`config.mk`:
```
export PLATFORM = sky130hd
export DESIGN_NAME = series_engine
export DESIGN_NICKNAME = d
export VERILOG_FILES = /design/src/rtl/series_pkg.sv /design/src/rtl/series_engine_coeff.sv /design/src/rtl/series_engine.sv
export SDC_FILE = /design/constraint.sdc
export NUM_CORES = 1
export LEC_CHECK = 0
export CORE_MARGIN = 1.5
export CORE_UTILIZATION = 63
export CTS_CLUSTER_SIZE = 20
export DETAILED_ROUTE_END_ITERATION = 10
export MAX_ROUTING_LAYER = met4
export PLACE_DENSITY = 0.81
export SYNTH_ARGS = -nofsm -noshare
export SYNTH_HDL_FRONTEND = slang
export SYNTH_SLANG_ARGS = --single-unit
```
`constraint.sdc`:
```
create_clock -name clk -period 11.7 [get_ports clk]
set_input_delay 2.34 -clock clk [delete_from_list [all_inputs] [get_ports clk]]
set_output_delay 2.34 -clock clk [all_outputs]
set_load 0.005 [all_outputs]
```
`src/rtl/series_pkg.sv`:
```
// Shared types and helpers for the fixed-point Taylor-series engine.
// Holds mode and state encodings plus the common saturation function.
package series_pkg;

  localparam logic [1:0] MODE_EXP = 2'd0;
  localparam logic [1:0] MODE_SIN = 2'd1;
  localparam logic [1:0] MODE_COS = 2'd2;

  typedef enum logic [2:0] {
    S_IDLE,
    S_LOAD,
    S_SQR,
    S_INIT,
    S_MUL_X,
    S_MUL_C,
    S_ACC,
    S_DONE
  } state_e;

  typedef struct packed {
    logic        ovf;
    logic [63:0] val;
  } sat_t;

  // Clamp a wide signed value into a w-bit two's complement range.
  function automatic sat_t sat_fn(
    input logic signed [63:0] v,
    input int unsigned        w
  );
    logic signed [63:0] hi;
    logic signed [63:0] lo;
    sat_t s;
    hi = (64'sd1 <<< (w - 1)) - 64'sd1;
    lo = -(64'sd1 <<< (w - 1));
    s.ovf = 1'b0;
    s.val = v;
    if (v > hi) begin
      s.ovf = 1'b1;
      s.val = hi;
    end else if (v < lo) begin
      s.ovf = 1'b1;
      s.val = lo;
    end
    return s;
  endfunction

endpackage

```
`src/rtl/series_engine_coeff.sv`:
```
// Coefficient table for the series engine, indexed by {mode, n}.
// Every entry is a constant resolved at elaboration time.
module series_coeff_rom
  import series_pkg::*;
#(
  parameter int WIDTH = 16,
  parameter int FRAC  = 12,
  parameter int TERMS = 8
) (
  input  logic [1:0]             mode_i,
  input  logic [$clog2(TERMS):0] n_i,
  output logic [WIDTH-1:0]       coef_o
);

  localparam int NW    = $clog2(TERMS) + 1;
  localparam int NE    = 2 ** NW;
  localparam int DEPTH = 4 * NE;

  // Round-half-up of 2^FRAC/d, negated for the alternating series.
  function automatic longint coef_calc(input int m, input int n);
    longint one;
    longint d;
    longint q;
    bit     neg;
    one = longint'(1) << FRAC;
    if (n == 0) return 0;
    if (m == int'(MODE_SIN)) begin
      d   = longint'(2 * n) * longint'(2 * n + 1);
      neg = 1'b1;
    end else if (m == int'(MODE_COS)) begin
      d   = longint'(2 * n - 1) * longint'(2 * n);
      neg = 1'b1;
    end else begin
      d   = longint'(n);
      neg = 1'b0;
    end
    q = (2 * one + d) / (2 * d);
    return neg ? -q : q;
  endfunction

  logic [WIDTH-1:0] tbl [DEPTH];

  for (genvar i = 0; i < DEPTH; i++) begin : g_tbl
    localparam logic [WIDTH-1:0] C =
      WIDTH'(coef_calc(i / NE, i % NE));
    assign tbl[i] = C;
  end

  assign coef_o = tbl[{mode_i, n_i}];

endmodule

```
`src/rtl/series_engine.sv`:
```
// Taylor-series evaluator for e^x, sin x and cos x in fixed point.
// One FSM drives a shared multiplier and a saturating accumulator.
module series_engine
  import series_pkg::*;
#(
  parameter int WIDTH = 16,
  parameter int FRAC  = 12,
  parameter int TERMS = 8
) (
  input  logic             clk,
  input  logic             rst,
  input  logic             start,
  input  logic [1:0]       mode,
  input  logic [WIDTH-1:0] x_in,
  output logic             busy,
  output logic             done,
  output logic [WIDTH-1:0] result,
  output logic             ovf
);

  localparam int NW = $clog2(TERMS) + 1;
  localparam logic [WIDTH-1:0] ONE =
    {{(WIDTH-1){1'b0}}, 1'b1} << FRAC;
  localparam logic [NW-1:0] LAST = NW'(TERMS - 1);

  state_e                    state_q;
  logic signed [WIDTH-1:0]   x_q;
  logic signed [WIDTH-1:0]   x2_q;
  logic signed [WIDTH-1:0]   t_q;
  logic signed [WIDTH-1:0]   r_q;
  logic [NW-1:0]             n_q;
  logic [1:0]                mode_q;
  logic                      busy_q;
  logic                      done_q;
  logic [WIDTH-1:0]          result_q;
  logic                      ovf_q;
  logic                      sat_q;

  logic                      trig;
  logic signed [WIDTH-1:0]   coef;
  logic signed [WIDTH-1:0]   mul_a;
  logic signed [WIDTH-1:0]   mul_b;
  logic signed [2*WIDTH-1:0] prod;
  logic signed [2*WIDTH-1:0] prod_sh;
  logic signed [WIDTH:0]     sum;
  sat_t                      mul_s;
  sat_t                      add_s;
  logic [WIDTH-1:0]          mul_v;
  logic [WIDTH-1:0]          add_v;
  logic                      unused_hi;

  assign trig = (mode_q == MODE_SIN) || (mode_q == MODE_COS);

  series_coeff_rom #(
    .WIDTH (WIDTH),
    .FRAC  (FRAC),
    .TERMS (TERMS)
  ) u_rom (
    .mode_i (mode_q),
    .n_i    (n_q),
    .coef_o (coef)
  );

  always_comb begin
    mul_a = t_q;
    mul_b = coef;
    unique case (1'b1)
      (state_q == S_SQR): begin
        mul_a = x_q;
        mul_b = x_q;
      end
      (state_q == S_MUL_X): begin
        mul_a = t_q;
        mul_b = trig ? x2_q : x_q;
      end
      default: begin
        mul_a = t_q;
        mul_b = coef;
      end
    endcase
  end

  assign prod    = mul_a * mul_b;
  assign prod_sh = prod >>> FRAC;
  assign mul_s   = sat_fn(64'(prod_sh), WIDTH);
  assign sum     = {r_q[WIDTH-1], r_q} + {t_q[WIDTH-1], t_q};
  assign add_s   = sat_fn(64'(sum), WIDTH);
  assign mul_v   = mul_s.val[WIDTH-1:0];
  assign add_v   = add_s.val[WIDTH-1:0];

  // Bits above WIDTH are always a sign copy after clamping.
  assign unused_hi = ^{mul_s.val[63:WIDTH], add_s.val[63:WIDTH]};

  always_ff @(posedge clk or posedge rst) begin
    if (rst) begin
      state_q  <= S_IDLE;
      x_q      <= '0;
      x2_q     <= '0;
      t_q      <= '0;
      r_q      <= '0;
      n_q      <= '0;
      mode_q   <= MODE_EXP;
      busy_q   <= 1'b0;
      done_q   <= 1'b0;
      result_q <= '0;
      ovf_q    <= 1'b0;
      sat_q    <= 1'b0;
    end else begin
      done_q <= 1'b0;
      unique case (state_q)
        S_IDLE: begin
          if (start) begin
            x_q     <= x_in;
            mode_q  <= mode;
            ovf_q   <= 1'b0;
            sat_q   <= 1'b0;
            busy_q  <= 1'b1;
            state_q <= S_LOAD;
          end
        end
        S_LOAD: state_q <= trig ? S_SQR : S_INIT;
        S_SQR: begin
          x2_q    <= mul_v;
          sat_q   <= sat_q | mul_s.ovf;
          state_q <= S_INIT;
        end
        S_INIT: begin
          n_q     <= NW'(1);
          t_q     <= (mode_q == MODE_SIN) ? x_q : ONE;
          r_q     <= (mode_q == MODE_SIN) ? x_q : ONE;
          state_q <= S_MUL_X;
        end
        S_MUL_X: begin
          t_q     <= mul_v;
          sat_q   <= sat_q | mul_s.ovf;
          state_q <= S_MUL_C;
        end
        S_MUL_C: begin
          t_q     <= mul_v;
          sat_q   <= sat_q | mul_s.ovf;
          state_q <= S_ACC;
        end
        S_ACC: begin
          r_q   <= add_v;
          n_q   <= n_q + NW'(1);
          sat_q <= sat_q | add_s.ovf;
          if (n_q == LAST) begin
            result_q <= add_v;
            ovf_q    <= sat_q | add_s.ovf;
            done_q   <= 1'b1;
            state_q  <= S_DONE;
          end else begin
            state_q <= S_MUL_X;
          end
        end
        S_DONE: begin
          busy_q  <= 1'b0;
          state_q <= S_IDLE;
        end
      endcase
    end
  end

  assign busy   = busy_q;
  assign done   = done_q;
  assign result = result_q;
  assign ovf    = ovf_q;

endmodule

```
; ---- Word-level counts from Yosys, hierarchy flattened
; Memory sizes are Yosys's and may differ from the RTL's.
; Index checks and enable logic that the tools add are counted.
; W data, S select, Z words.
[word_totals]
register_bits = 93
latch_bits = 0
ramBits = 0
rom_bits = 1024
wordCells = 75
n_memories = 1
[op_classes]
n_addsub = 2
n_mul = 1
div = 0
n_lt_le_gt_ge = 5
n_eq_ne = 12
n_shift = 0
n_mux = 25
bitwise = 3
reduce_logical = 14
[mem_list]
columns = name, depth, word_bits, read_ports, rd_clocked_by_memory_dff, write_ports, line_no
row1 = (no name shown), 64, 16, 1, 0, 0, series_engine_coeff.sv:49  ; assign coef_o = tbl[{mode_i, n_i}];
[ops]
columns = cell, count
row1 = $mux W65, 4
row2 = $pmux W16 S2, 3
row3 = $mux W16, 5
row4 = $mul A16 B16 Y32, 1
row5 = $pmux W3 S8, 1
row6 = $gt A20 B16 Y1 const B, 1
row7 = $lt A20 B16 Y1 const B, 1
row8 = $add A16 B16 Y17, 1
row9 = $gt A17 B16 Y1 const B, 1
row10 = $lt A17 B16 Y1 const B, 1
row11 = $eq A3 B3 Y1 const B, 4
row12 = $pmux W4 S2, 1
row13 = $reduce_and A2 Y1, 4
row14 = $reduce_bool A2 Y1, 4
row15 = $ge A7 B7 Y1 const B, 1
row16 = $not A6 Y7, 1
row17 = $eq A3 B2 Y1 const B, 2
row18 = $mux W1, 6
row19 = $add A4 B1 Y4 const B, 1
row20 = $eq A4 B3 Y1 const B, 1
row21 = $ne A2 B2 Y1 const B, 2
row22 = $pmux W1 S2, 2
row23 = $eq A3 B1 Y1 const B, 1
row24 = $logic_not A3 Y1, 1
row25 = 11 further kinds, 12

; ---- Logic depth before layout (Yosys ltp)
[logic_depth]
depth_word = 11
ltp_mapped = 36
ltp_nobuf = 32

; ---- By module
; From an unflattened synthesis, not the netlist that was laid out.
[hier_totals]
cells_unflattened = 1759
hier_area_um2 = 15656.3
[modules_own_cells]
columns = module, n_inst, cells_each, area_per_inst_um2, seq_area_each_um2
row1 = series_engine, 1, 1619, 14741.6, 2327.2
row2 = series_coeff_rom, 1, 140, 914.6, 0.0

; ---- Least setup slack after synthesis
; No wires, ideal clock.
[synth_timing]
path_kind = register to register
from = register mode_q[1]
to = register x2_q[2]
setup_time_ns = 0.135
arrival_ns = 8.348
required_time_ns = 11.565
setup_slack_ns = 3.217
path_stages_with_launch = 33
n_path_buf = 6
path_cell_list = dfrtp_1 > buf_2 > inv_1 > ha_1 > nor3b_2 > clkbuf_1 > a22oi_1 > o21ai_0 > clkbuf_1 > nand2_1 > fa_1 > fa_1 > inv_1 > fa_1 > fa_1 > fa_1 > inv_1 > fa_1 > inv_1 > ha_1 > clkbuf_1 > a21o_1 > a21o_1 > a21o_1 > a211o_1 > a31oi_1 > o311ai_2 > xor2_1 > and3_1 > buf_2 > a21oi_2 > buf_4 > o31ai_1
[synth_via]
elab_chain_cells = 9
elab_cells_between_ends = 14
classes_between = mul: 1 / order compare: 2 / eq/ne: 2 / mux: 6 / bitwise: 1 / reduce/logical: 1 / memory: 1
[synth_rtl]
columns = element, line_no
row1 = start: declaration, series_engine.sv:32  ; logic [1:0] mode_q;
row2 = start signal: assignment, series_engine.sv:114  ; mode_q <= mode;
row3 = $not A6 Y7 (implied by the code), series_engine_coeff.sv:49
row4 = $mem_v2 Z64 W16, --
row5 = $mux W16 (implied by the code) (2 in a row), series_engine_coeff.sv:49
row6 = $pmux W16 S2 *, series_engine.sv:67  ; unique case (1'b1)
row7 = $mul A16 B16 Y32 *, series_engine.sv:83  ; assign prod = mul_a * mul_b;
row8 = $lt A20 B16 Y1, series_pkg.sv:40  ; end else if (v < lo) begin
row9 = $mux W65, series_pkg.sv:40
row10 = $mux W65 *, series_pkg.sv:37  ; if (v > hi) begin
row11 = end signal: assignment, series_engine.sv:123  ; x2_q <= mul_v;
row12 = end: declaration, series_engine.sv:28  ; logic signed [WIDTH-1:0] x2_q;
; Every way passes the cells marked *; elsewhere a longest branch is shown, timed or not. The select of a mux whose other input is x is not followed.
; A chain may end at the register's enable or synchronous reset.

; ---- Worst setup path after layout
[layout_timing]
from = register state_q[2]
to = register x2_q[10]
[layout_via]
elab_chain_cells = 6
elab_cells_between_ends = 9
classes_between = mul: 1 / order compare: 2 / eq/ne: 2 / mux: 4
[layout_rtl]
columns = element, line_no
row1 = start: declaration, series_engine.sv:26  ; state_e state_q;
row2 = start signal: assignment, series_engine.sv:121  ; S_LOAD: state_q <= trig ? S_SQR : S_INIT;
row3 = $eq A3 B3 Y1 or $eq A3 B2 Y1 (tied branches), "series_engine.sv:72, series_engine.sv:68, series_engine.sv:110"
row4 = $pmux W16 S2 or $mux W16 (tied branches), series_engine.sv:67
row5 = $mul A16 B16 Y32, series_engine.sv:83
row6 = $lt A20 B16 Y1, series_pkg.sv:40
row7 = $mux W65, series_pkg.sv:40
row8 = $mux W65, series_pkg.sv:37
; Several ways; a longest one is shown, not always the timed one.

==> run metrics <==
endpoints failing setup=0; Clock Skew=between 0.01 and 0.015 ns; top cells by count, synth=inv_1 (330), fa_1 (262), nand2_1 (218); # DRC=0; top fanout value on the critical path=18; WL final=around 47000 um; via-per-instance ratio=6.20; period utilisation layout=between 90 and 100%; I/O Pins=40; clk slew on worst S/H paths=0.08 ns; TritonCTS clock tree=done; vias in the first global route=roughly 13k; Die Area=around 0.027 mm2; Max transition margin=20.5%; crit path DAT=roughly 11 ns; Post-DP Area=roughly 0.017 mm2; Synth Warn #=0; Vias=13.5k; n_diodes=0; First DRT Iteration DRCs=1503; # port buffers=39; Hold WC Path Type=flop to flop; fin util=68.0%; Critical Path End Type=flop; clk root buf=clkbuf_16; Die Wd=about 160 um; Place WS=between 1 and 1.5 ns; Post CTS Setup Buffer Count=0; post-CTS sizing=0; first-pass GRT wire length=~74000 um; Area Overhead vs Synth=5.51%; Netlist Area Pre-Place=approximately 0.016 mm2; number of synthesized flops with an enable pin=0; GRT Total Usage=around 38%; Final Slew Violations=0; largest net degree at the start of global routing=66; Yosys top cell by area=fa_1; max cap viols=0; syn_nets=~2.2k; Synth Area per Inst=a little under 9 um2; RSZ-0062 raised after global routing=no; GRT overflow=0; CTS buffer count=9; library cells used by synthesis=77; CTS Buffer Depth=2; FFs w/ async S/R, synth=between 90% and 100%; largest cells by area after synthesis=fa_1 (32%), dfrtp_1 (14%), ha_1 (8.2%), inv_1 (7.6%), nand2_1 (5.0%); type of the worst setup path=flop to flop; share of cells above drive strength 1=under 10%; starting density of the core=64.5%; most numerous cell in the Yosys netlist=inv_1; Worst-Skew Late Latency=around 0.35 ns; data required time of the critical path=11.95 ns; Final Cell Area=roughly 0.017 mm2; Routed wire per std cell=approximately 22 um; antenna viol nets, final=0; hold_buf cts=0; core area=0.0253 mm2; HPWL after detailed placement=between 30000 and 40000 um; clk sinks=93; # nets final=around 2.2k; dominant synthesized flop cell=dfrtp_1; share of the synthesized area in the top cell type=~32%; sequential share of the synthesized area=14.2%; Highest Clock Rate=93.8 MHz; Die H=about 160 um; Post-Syn Instances=around 1.9k; fin worst setup slack=1.04 ns; initial antenna violation count=1; Yosys reg bits=93; H-tree depth=3; Startpoint Class=flop; Pre-antenna DRT Iters=7; status=completed; worst slew pin tran=around 1.2 ns; Core Rows=58; gp weighted congestion=~1.0; Hold Fails Final Rpt=0; setup_tns=0 ns; Final Critical Period=approximately 11 ns
==> logic make-up after synthesis <==
group	Yosys count	synth area share (%)
DFF	93	14.2
AOI/OAI and AO/OA	337	14.1
adders and majority gates	371	40.4
buffers and inverters	420	9.92
xor gates and xnor gates	43	2.31
muxes	63	4.43
and+or+nand+nor	531	14.6
==> routing by layer <==
metal / GRT usage [%] / up-vias / part of all wire [%]
li1: - / 5981 / -
met1: 51.7 / 6729 / 41
met2: 57.2 / 663 / 46
met3: 7.42 / 97 / 10
met4: 10.4 / 0 / 3.2
met5: - / - / 0
==> worst paths after layout <==
| path | from | to | slack, ns | depth (start not counted) |
|---|---|---|---|---|
| max | state_q[2] | x2_q[10] | 1.04 | 25 |
| min | ovf | ovf | 0.48 | 2 |
| min in group asynchronous | rst | r_q[3] | 2.33 | 2 |
| max in group asynchronous | rst | x2_q[6] | 8.20 | 3 |
| min reg2reg | ovf | ovf | 0.48 | 2 |
| max reg2reg | state_q[2] | x2_q[10] | 1.04 | 25 |
==> sequential cells by signal, summed over array words and instances, names as in the netlist <==
name and cells:
mode_q 2, x_q 16, n_q 4, x2_q 16, ovf 1, t_q 16, r_q 16, sat_q 1
result 16, busy 1, state_q 3, done 1
==> critical path, cell delays in order, from the launching register on <==
cell and delay, ns:
dfrtp_1 0.68, nor2b_1 1.00, nand2_1 0.16, a21oi_2 0.44, a221o_1 0.80, nand2_1 0.16
fa_1 0.62, fa_1 0.79, inv_1 0.25, fa_1 0.54, fa_1 0.51, fa_1 0.49
inv_1 0.05, fa_1 0.47, inv_1 0.05, ha_1 0.41, a21o_1 0.23, a21o_1 0.17
a21o_1 0.17, a211o_1 0.28, a31oi_1 0.47, o311ai_2 0.23, xor2_1 0.25, and3_1 0.62
a21oi_2 0.36, o31ai_1 0.36
==> cell usage in the layout, fill, tap and decap left out, types with 23 or more instances in the layout <==
master and n:
clkdlybuf4s50_1 39, and2_1 40, mux2_2 41, ha_1 107
a21oi_1 83, o21ai_0 43, nand2_1 218, dfrtp_1 93
nor2_1 152, fa_1 262, o31ai_1 26, a21o_1 23
xnor2_1 26, inv_1 329
==> cell type report <==
cell class                      instances  area [um2]
Fill cell                            2035        8090
Sequential cell                        93        2330
Clock inverter                          7        86.3
Multi-Input combinational cell       1345       12400
Timing Repair Buffer                   57         526
Clock buffer                            9         225
Inverter                              333        1250
Tap cell                              330         413
==> per-stage QoR <==
| stage | hold slack (ns) | std cells |
|---|---|---|
| floorplan | 0.440 | 1858 |
| global placement | 0.463 | 2158 |
| detailed placement | 0.469 | 2158 |
| CTS | 0.484 | 2174 |
| global route | 0.507 | 2174 |
| finish | 0.482 | 2174 |
Power is not shown: default switching activity piles up to over one toggle a cycle in this logic, so the estimate is an artifact.
